## config.mk

```make
export PLATFORM = sky130hd
export DESIGN_NAME = path_point_writer
export DESIGN_NICKNAME = d
export VERILOG_FILES = /design/src/rtl/path_point_writer.sv
export SDC_FILE = /design/constraint.sdc
export NUM_CORES = 1
export LEC_CHECK = 0
export BUFFER_PORTS_ARGS = -buffer_cell sky130_fd_sc_hd__buf_2
export CORE_ASPECT_RATIO = 1.1
export CORE_MARGIN = 1.5
export CORE_UTILIZATION = 55
export CTS_BUF_LIST = sky130_fd_sc_hd__clkbuf_4
export DETAILED_ROUTE_END_ITERATION = 10
export PLACE_DENSITY_LB_ADDON = 0.15
export SLEW_MARGIN = 15
export SYNTH_ARGS = -nofsm -noshare
export SYNTH_HDL_FRONTEND = slang
export SYNTH_SLANG_ARGS = --single-unit
export TNS_END_PERCENT = 100
```

## constraint.sdc

```tcl
create_clock -name clk -period 3.25 [get_ports clk]
set_input_delay 0.4875 -clock clk [delete_from_list [all_inputs] [get_ports clk]]
set_output_delay 0.4875 -clock clk [all_outputs]
set_load 0.05 [all_outputs]
```

## src/rtl/path_point_writer.sv

```systemverilog
// path_point_writer
//
// Sequencer in front of the memory interface decoder. It takes (x, y) path
// points from the pathfinding side and writes x into XMEM and y into YMEM at
// the same index, one memory write per cycle. On request it first clears both
// memories to CLEAR_VALUE. It reports the point count, completion and
// truncation back to the pathfinding controller.
//
// Ports:
//   clk, rst_n       system clock (rising edge), asynchronous active-low reset
//   start            one-cycle pulse that begins a new path
//   clear_en         sampled with start: clear both memories before accepting
//   point_valid      point_x / point_y / point_last are valid
//   point_ready      a point is accepted this cycle
//   point_x, point_y coordinates of the offered point
//   point_last       offered point is the final one of the path
//   mem_id, address,
//   data, wren       registered write bus to the decoder
//   point_count      points written in the current path (0..DEPTH)
//   done             path complete, held until the next start
//   overflow         path truncated at DEPTH without point_last
//   dbg_state        current FSM state encoding, for observation only
//
// Handshake: a point transfers on a rising clk edge where point_valid and
// point_ready are both high. point_ready is high only in ARMED while start is
// low; the source must hold its point stable until it transfers.

module path_point_writer #(
    parameter int               DEPTH       = 256,
    parameter int               ADDR_W      = 8,
    parameter int               DATA_W      = 8,
    parameter logic [2:0]       XMEM_ID     = 3'b000,
    parameter logic [2:0]       YMEM_ID     = 3'b001,
    parameter logic [DATA_W-1:0] CLEAR_VALUE = '0
) (
    input  logic              clk,
    input  logic              rst_n,
    input  logic              start,
    input  logic              clear_en,
    input  logic              point_valid,
    output logic              point_ready,
    input  logic [DATA_W-1:0] point_x,
    input  logic [DATA_W-1:0] point_y,
    input  logic              point_last,
    output logic [2:0]        mem_id,
    output logic [ADDR_W-1:0] address,
    output logic [DATA_W-1:0] data,
    output logic              wren,
    output logic [ADDR_W:0]   point_count,
    output logic              done,
    output logic              overflow,
    output logic [2:0]        dbg_state
);

    typedef enum logic [2:0] {
        IDLE  = 3'd0,
        CLR_X = 3'd1,
        CLR_Y = 3'd2,
        ARMED = 3'd3,
        WR_X  = 3'd4,
        WR_Y  = 3'd5,
        DONE  = 3'd6
    } state_t;

    localparam logic [ADDR_W-1:0] LAST_ADDR = ADDR_W'(DEPTH - 1);
    localparam logic [ADDR_W:0]   FULL_CNT  = (ADDR_W + 1)'(DEPTH);

    state_t              state;
    logic [ADDR_W-1:0]   clr_ptr;
    logic [DATA_W-1:0]   lat_x;
    logic [DATA_W-1:0]   lat_y;
    logic                lat_last;
    logic                can_start;

    // start is honoured only where no write sequence is in flight.
    assign can_start   = (state == IDLE) || (state == DONE) || (state == ARMED);
    assign point_ready = (state == ARMED) && !start;
    assign dbg_state   = state;

    // Bus outputs are computed from the state being entered, so that the
    // registered bus always matches the registered state.
    always_ff @(posedge clk or negedge rst_n) begin
        if (!rst_n) begin
            state       <= IDLE;
            clr_ptr     <= '0;
            lat_x       <= '0;
            lat_y       <= '0;
            lat_last    <= 1'b0;
            point_count <= '0;
            done        <= 1'b0;
            overflow    <= 1'b0;
            mem_id      <= XMEM_ID;
            address     <= '0;
            data        <= '0;
            wren        <= 1'b0;
        end else begin
            mem_id  <= XMEM_ID;
            address <= '0;
            data    <= '0;
            wren    <= 1'b0;

            if (can_start && start) begin
                done        <= 1'b0;
                overflow    <= 1'b0;
                point_count <= '0;
                if (clear_en) begin
                    state   <= CLR_X;
                    clr_ptr <= '0;
                    wren    <= 1'b1;
                    data    <= CLEAR_VALUE;
                end else begin
                    state <= ARMED;
                end
            end else begin
                case (state)
                    CLR_X: begin
                        state   <= CLR_Y;
                        mem_id  <= YMEM_ID;
                        address <= clr_ptr;
                        data    <= CLEAR_VALUE;
                        wren    <= 1'b1;
                    end
                    CLR_Y: begin
                        if (clr_ptr == LAST_ADDR) begin
                            state <= ARMED;
                        end else begin
                            state   <= CLR_X;
                            clr_ptr <= clr_ptr + 1'b1;
                            address <= clr_ptr + 1'b1;
                            data    <= CLEAR_VALUE;
                            wren    <= 1'b1;
                        end
                    end
                    ARMED: begin
                        if (point_valid) begin
                            state    <= WR_X;
                            lat_x    <= point_x;
                            lat_y    <= point_y;
                            lat_last <= point_last;
                            address  <= point_count[ADDR_W-1:0];
                            data     <= point_x;
                            wren     <= 1'b1;
                        end
                    end
                    WR_X: begin
                        state   <= WR_Y;
                        mem_id  <= YMEM_ID;
                        address <= point_count[ADDR_W-1:0];
                        data    <= lat_y;
                        wren    <= 1'b1;
                    end
                    WR_Y: begin
                        // WR_Y is never reached with point_count == DEPTH,
                        // so the increment cannot wrap.
                        point_count <= point_count + 1'b1;
                        if (lat_last) begin
                            state <= DONE;
                            done  <= 1'b1;
                        end else if (point_count + 1'b1 == FULL_CNT) begin
                            state    <= DONE;
                            done     <= 1'b1;
                            overflow <= 1'b1;
                        end else begin
                            state <= ARMED;
                        end
                    end
                    default: begin
                        // IDLE and DONE hold until start.
                    end
                endcase
            end
        end
    end

endmodule

```

==> run summary <==
Entering global routing, the biggest net connects 50 pins. Global routing used 24.9% of the available tracks. The proportion of total power due to net switching is 24.1%. The initialized floorplan defines 25 standard-cell rows. Buffers inserted to repair hold after CTS numbered 0. The number of pins with negative max-slew slack in the final report was 0; the via density per instance was 5.97.

The via total after detailed routing was 2125. The quantity of gates resized following cts was 0; the clock period minus final worst setup slack was 2320 ps. For this design the total switching power over the nets is 227 uW. The run gives 64.7% as the sequential group share of total power. For this run, the number of Yosys warnings is 0. Prior to clock tree synthesis, the placed netlist has a worst setup slack of 1030 ps. The maximum buffer depth of the clock tree came out at 2. Total clock buffers created by CTS: 5. The die is 74.2 um tall.

The core region is 4350 um^2. The final period utilization was 71.4%; the aggregate negative setup slack was 0 ps. The number of distinct library cells after synthesis is 55, and the number of antenna violations at the first check in global routing is 0. Cell internal power was estimated by the tool at 715 uW.

The relative slew slack is 41.4%, and the sum of buffers and inverters on the critical path is 2. The clock transition at the registers of the reported paths was 150 ps. The die covers 5020 um^2. For the peak supply drop, the log shows 0.000256 V. Among all stages on the critical path, the largest delay is contributed by sky130_fd_sc_hd__dfrtp_1. The flow ran to the end, and the final reports show no timing, DRC or antenna violations. The number of antenna diodes in the final layout is 0. The flip-flop cell with the highest count after synthesis was sky130_fd_sc_hd__dfrtp_1. Leaving out fill and tap cells, the most frequent cell in the layout is sky130_fd_sc_hd__buf_2. The post-route netlist has 26.8% of its cells at a drive strength greater than 1. The largest incremental delay on the critical path works out to 540 ps. For the worst setup path, the data arrival time is 1830 ps. The mapped netlist covers 2530 um^2. The total number of nets in the final design is 327.

For this block, the initial DRC count from the detailed router was 213. Combinational cells account for 3.5% of the total power. The wire length after detailed routing came out at 5.61 mm. The logs give 58.3% for the initial core utilization and 49 for the number of clock sinks. Counting tap cells, the placed design contains a total of 348 instances.

Setup violations remaining at the end of the flow were counted as 0. The part of the total power dissipated in the clock network is 31.8%, and the number of I/O port buffers is 54. Pin placement for this block handled 57 I/O pins. In the layout the commonest cells are sky130_fd_sc_hd__buf_2 (53), sky130_fd_sc_hd__dfrtp_1 (49), sky130_fd_sc_hd__nand2_1 (27), sky130_fd_sc_hd__nor2_1 (20), sky130_fd_sc_hd__o21ai_0 (20).

Clock latency on the worst-skew pair, taken at its later pin, is 370 ps. Across all setup checks in the final design, the least slack found is 930 ps. The number of instances in the synthesized netlist is 254, and the met1 track utilization from global routing is 33.5%. The met3 track demand over resource was 5.90%; the slew at the pin with the worst max-slew slack was 876 ps.

In the final routed layout, each cell accounts on average for 15.8 um. The async set-or-reset flop fraction in the synthesized netlist was 100%. Setup repair after global routing left no endpoint under its margin. After the flow finishes, the layout carries non-filler instances totaling 356. Power spread over the standard cell area amounts to 330 nW/um^2. The startpoint of the worst-slack reg-to-reg timing path is dbg_state[1]$_DFFE_PN0P_. The pre-antenna-repair detailed-routing pass consisted of 4 iterations. TritonCTS built the clock tree. Average cell area after synthesis: 9.98 um^2.

Gate family responsible for the most delay along the worst path: flip-flops. Timing would allow up to 431 MHz. Proportion of synthesized chip area in sequential cells: 48.4%. Hold timing on the final database bottoms out at a slack of 107 ps. Clock tree synthesis selected as its root buffer the cell sky130_fd_sc_hd__clkbuf_4. The length in cells of the worst reg-to-reg path is 5. From left edge to right edge, the die measures 67.7 um. The top fanout value on the critical path came out at 13. Walking the worst path, the cells encountered are inv_1 -> nand2_1 -> nor3b_2 -> buf_2. The count of nets left with antenna violations after detail routing came out at 0. The type of the most critical hold path is in -> async. The area growth from synthesis to layout is 12.6%.

The most used routing layer in global routing is met2. The run gives 2005 as the number of global-route vias before repair. The data required time of the critical path was 2760 ps.

The worst setup path is launched from a flop. The endpoint identified for the worst register-to-register timing path is address[5]$_DFF_PN0_. The first-pass GRT wire length was 9.43 mm. The critical path is of the reg -> out type.

Routability-driven placement congestion ratio: 0.911. The tools report the worst clock skew as 10.8 ps. The number of enable-type register cells in the synthesized netlist was 0; the worst setup slack for register-to-register paths was 950 ps. Across the run, the number of max-cap violations was 0. The total overflow left after global routing is 0. For this run, design rule violations remaining after detail routing come to 0. For the met2 track demand over resource, the log shows 40.0%. Total count of hold-check failures in the final report: 0.

The wire-length estimate of the detail-placed layout is 3.84 mm. The buffer count from post-CTS setup fixing is 0, and the static power due to leakage is 1.35 nW. STA classifies the critical path endpoint as an output port. The H-tree was split into 2 levels. Flip-flop and latch count after synthesis: 49.
worst max-delay path by stage:
stage | startpoint | to | slack, ps | cells after the start
detailed placement | dbg_state[1]$_DFFE_PN0P_ | address[5]$_DFF_PN0_ | 1030 | 5
finish | dbg_state[2]$_DFFE_PN0P_ | point_ready | 930 | 4
global route | dbg_state[1]$_DFFE_PN0P_ | address[2]$_DFF_PN0_ | 790 | 5
floorplan | dbg_state[2]$_DFFE_PN0P_ | lat_y[6]$_DFFE_PN0P_ | 630 | 7
CTS | dbg_state[2]$_DFFE_PN0P_ | point_ready | 950 | 4
global placement | dbg_state[2]$_DFFE_PN0P_ | lat_y[6]$_DFFE_PN0P_ | 1060 | 5
layout make-up:
type | instances | area [um^2]
Fill cell | 378 | 1500
Sequential cell | 49 | 1230
Multi-Input combinational cell | 186 | 1210
Timing Repair Buffer | 54 | 273
Tap cell | 54 | 67.6
Clock buffer | 6 | 45.0
Inverter | 5 | 18.8
Clock inverter | 2 | 13.8
logic make-up (layout without fill, tap and decap cells):
group,Yosys count,after routing,synth area share (%)
compound gates,77,77,20.6
xor+xnor,6,6,2.07
fa+ha+maj,4,4,1.98
buf+inv,20,67,4.05
flops,49,49,48.4
mux,10,10,4.44
other cells,1,2,0.148
simple gates,87,87,18.3
per-layer routing:
layer / vias up / part of all wire (%)
li1: 1018 / -
met1: 1040 / 43
met2: 61 / 50
met3: 6 / 5.4
met4: 0 / 1.1
met5: - / 0
sequential cells by signal, indices dropped and copies added (netlist names):
register and flops:
mem_id 1, point_count 9, done 1, dbg_state 3, data 8, lat_last 1
wren 1, address 8, overflow 1, clr_ptr 8, lat_y 8
cells in the mapped netlist, types with 2 or more instances:
cell | count | area [um^2]
sky130_fd_sc_hd__nor2_1 | 20 | 75.1
sky130_fd_sc_hd__inv_1 | 4 | 15.0
sky130_fd_sc_hd__mux2_2 | 10 | 113
sky130_fd_sc_hd__buf_4 | 5 | 37.5
sky130_fd_sc_hd__xnor2_1 | 3 | 26.3
sky130_fd_sc_hd__dfrtp_1 | 49 | 1230
sky130_fd_sc_hd__clkbuf_1 | 3 | 11.3
sky130_fd_sc_hd__xor2_1 | 3 | 26.3
sky130_fd_sc_hd__buf_2 | 6 | 30.0
sky130_fd_sc_hd__nor3b_1 | 2 | 15.0
sky130_fd_sc_hd__o31a_1 | 2 | 17.5
sky130_fd_sc_hd__or3_1 | 2 | 12.5
sky130_fd_sc_hd__a21oi_1 | 14 | 70.1
sky130_fd_sc_hd__and3_1 | 4 | 25.0
sky130_fd_sc_hd__o22ai_1 | 4 | 25.0
sky130_fd_sc_hd__nand4b_1 | 2 | 17.5
sky130_fd_sc_hd__ha_1 | 4 | 50.1
sky130_fd_sc_hd__o41ai_1 | 3 | 26.3
sky130_fd_sc_hd__nand2b_1 | 2 | 12.5
sky130_fd_sc_hd__nand3_1 | 7 | 35.0
sky130_fd_sc_hd__a22o_1 | 10 | 87.6
sky130_fd_sc_hd__nor3_1 | 4 | 20.0
sky130_fd_sc_hd__a21o_1 | 3 | 22.5
sky130_fd_sc_hd__o211ai_1 | 3 | 22.5
sky130_fd_sc_hd__o21ai_0 | 20 | 100
sky130_fd_sc_hd__and2_1 | 5 | 31.3
sky130_fd_sc_hd__nor3b_2 | 2 | 25.0
sky130_fd_sc_hd__o31ai_1 | 2 | 15.0
sky130_fd_sc_hd__nand2_1 | 27 | 101
sky130_fd_sc_hd__a31oi_1 | 4 | 25.0
power groups by stage:
stage	logic [mW]	clock network (mW)	registers [mW]
6_report	0.0332	0.299	0.610
5_1_grt	0.0375	0.325	0.610
4_1_cts	0.0337	0.302	0.610
3_5_place_dp	0.0337	0	0.621
3_3_place_gp	0.0332	0	0.621
2_1_floorplan	0.00993	0	0.621
metrics by stage:
step | power, mW | util, % | instance area, um^2
global placement | 0.654 | 64.2 | 2790
CTS | 0.945 | 65.6 | 2850
global route | 0.973 | 65.6 | 2850
floorplan | 0.631 | - | 2540
finish | 0.942 | 65.6 | 2850
detailed placement | 0.655 | 64.2 | 2790
Power figures use the tool's default switching activity.
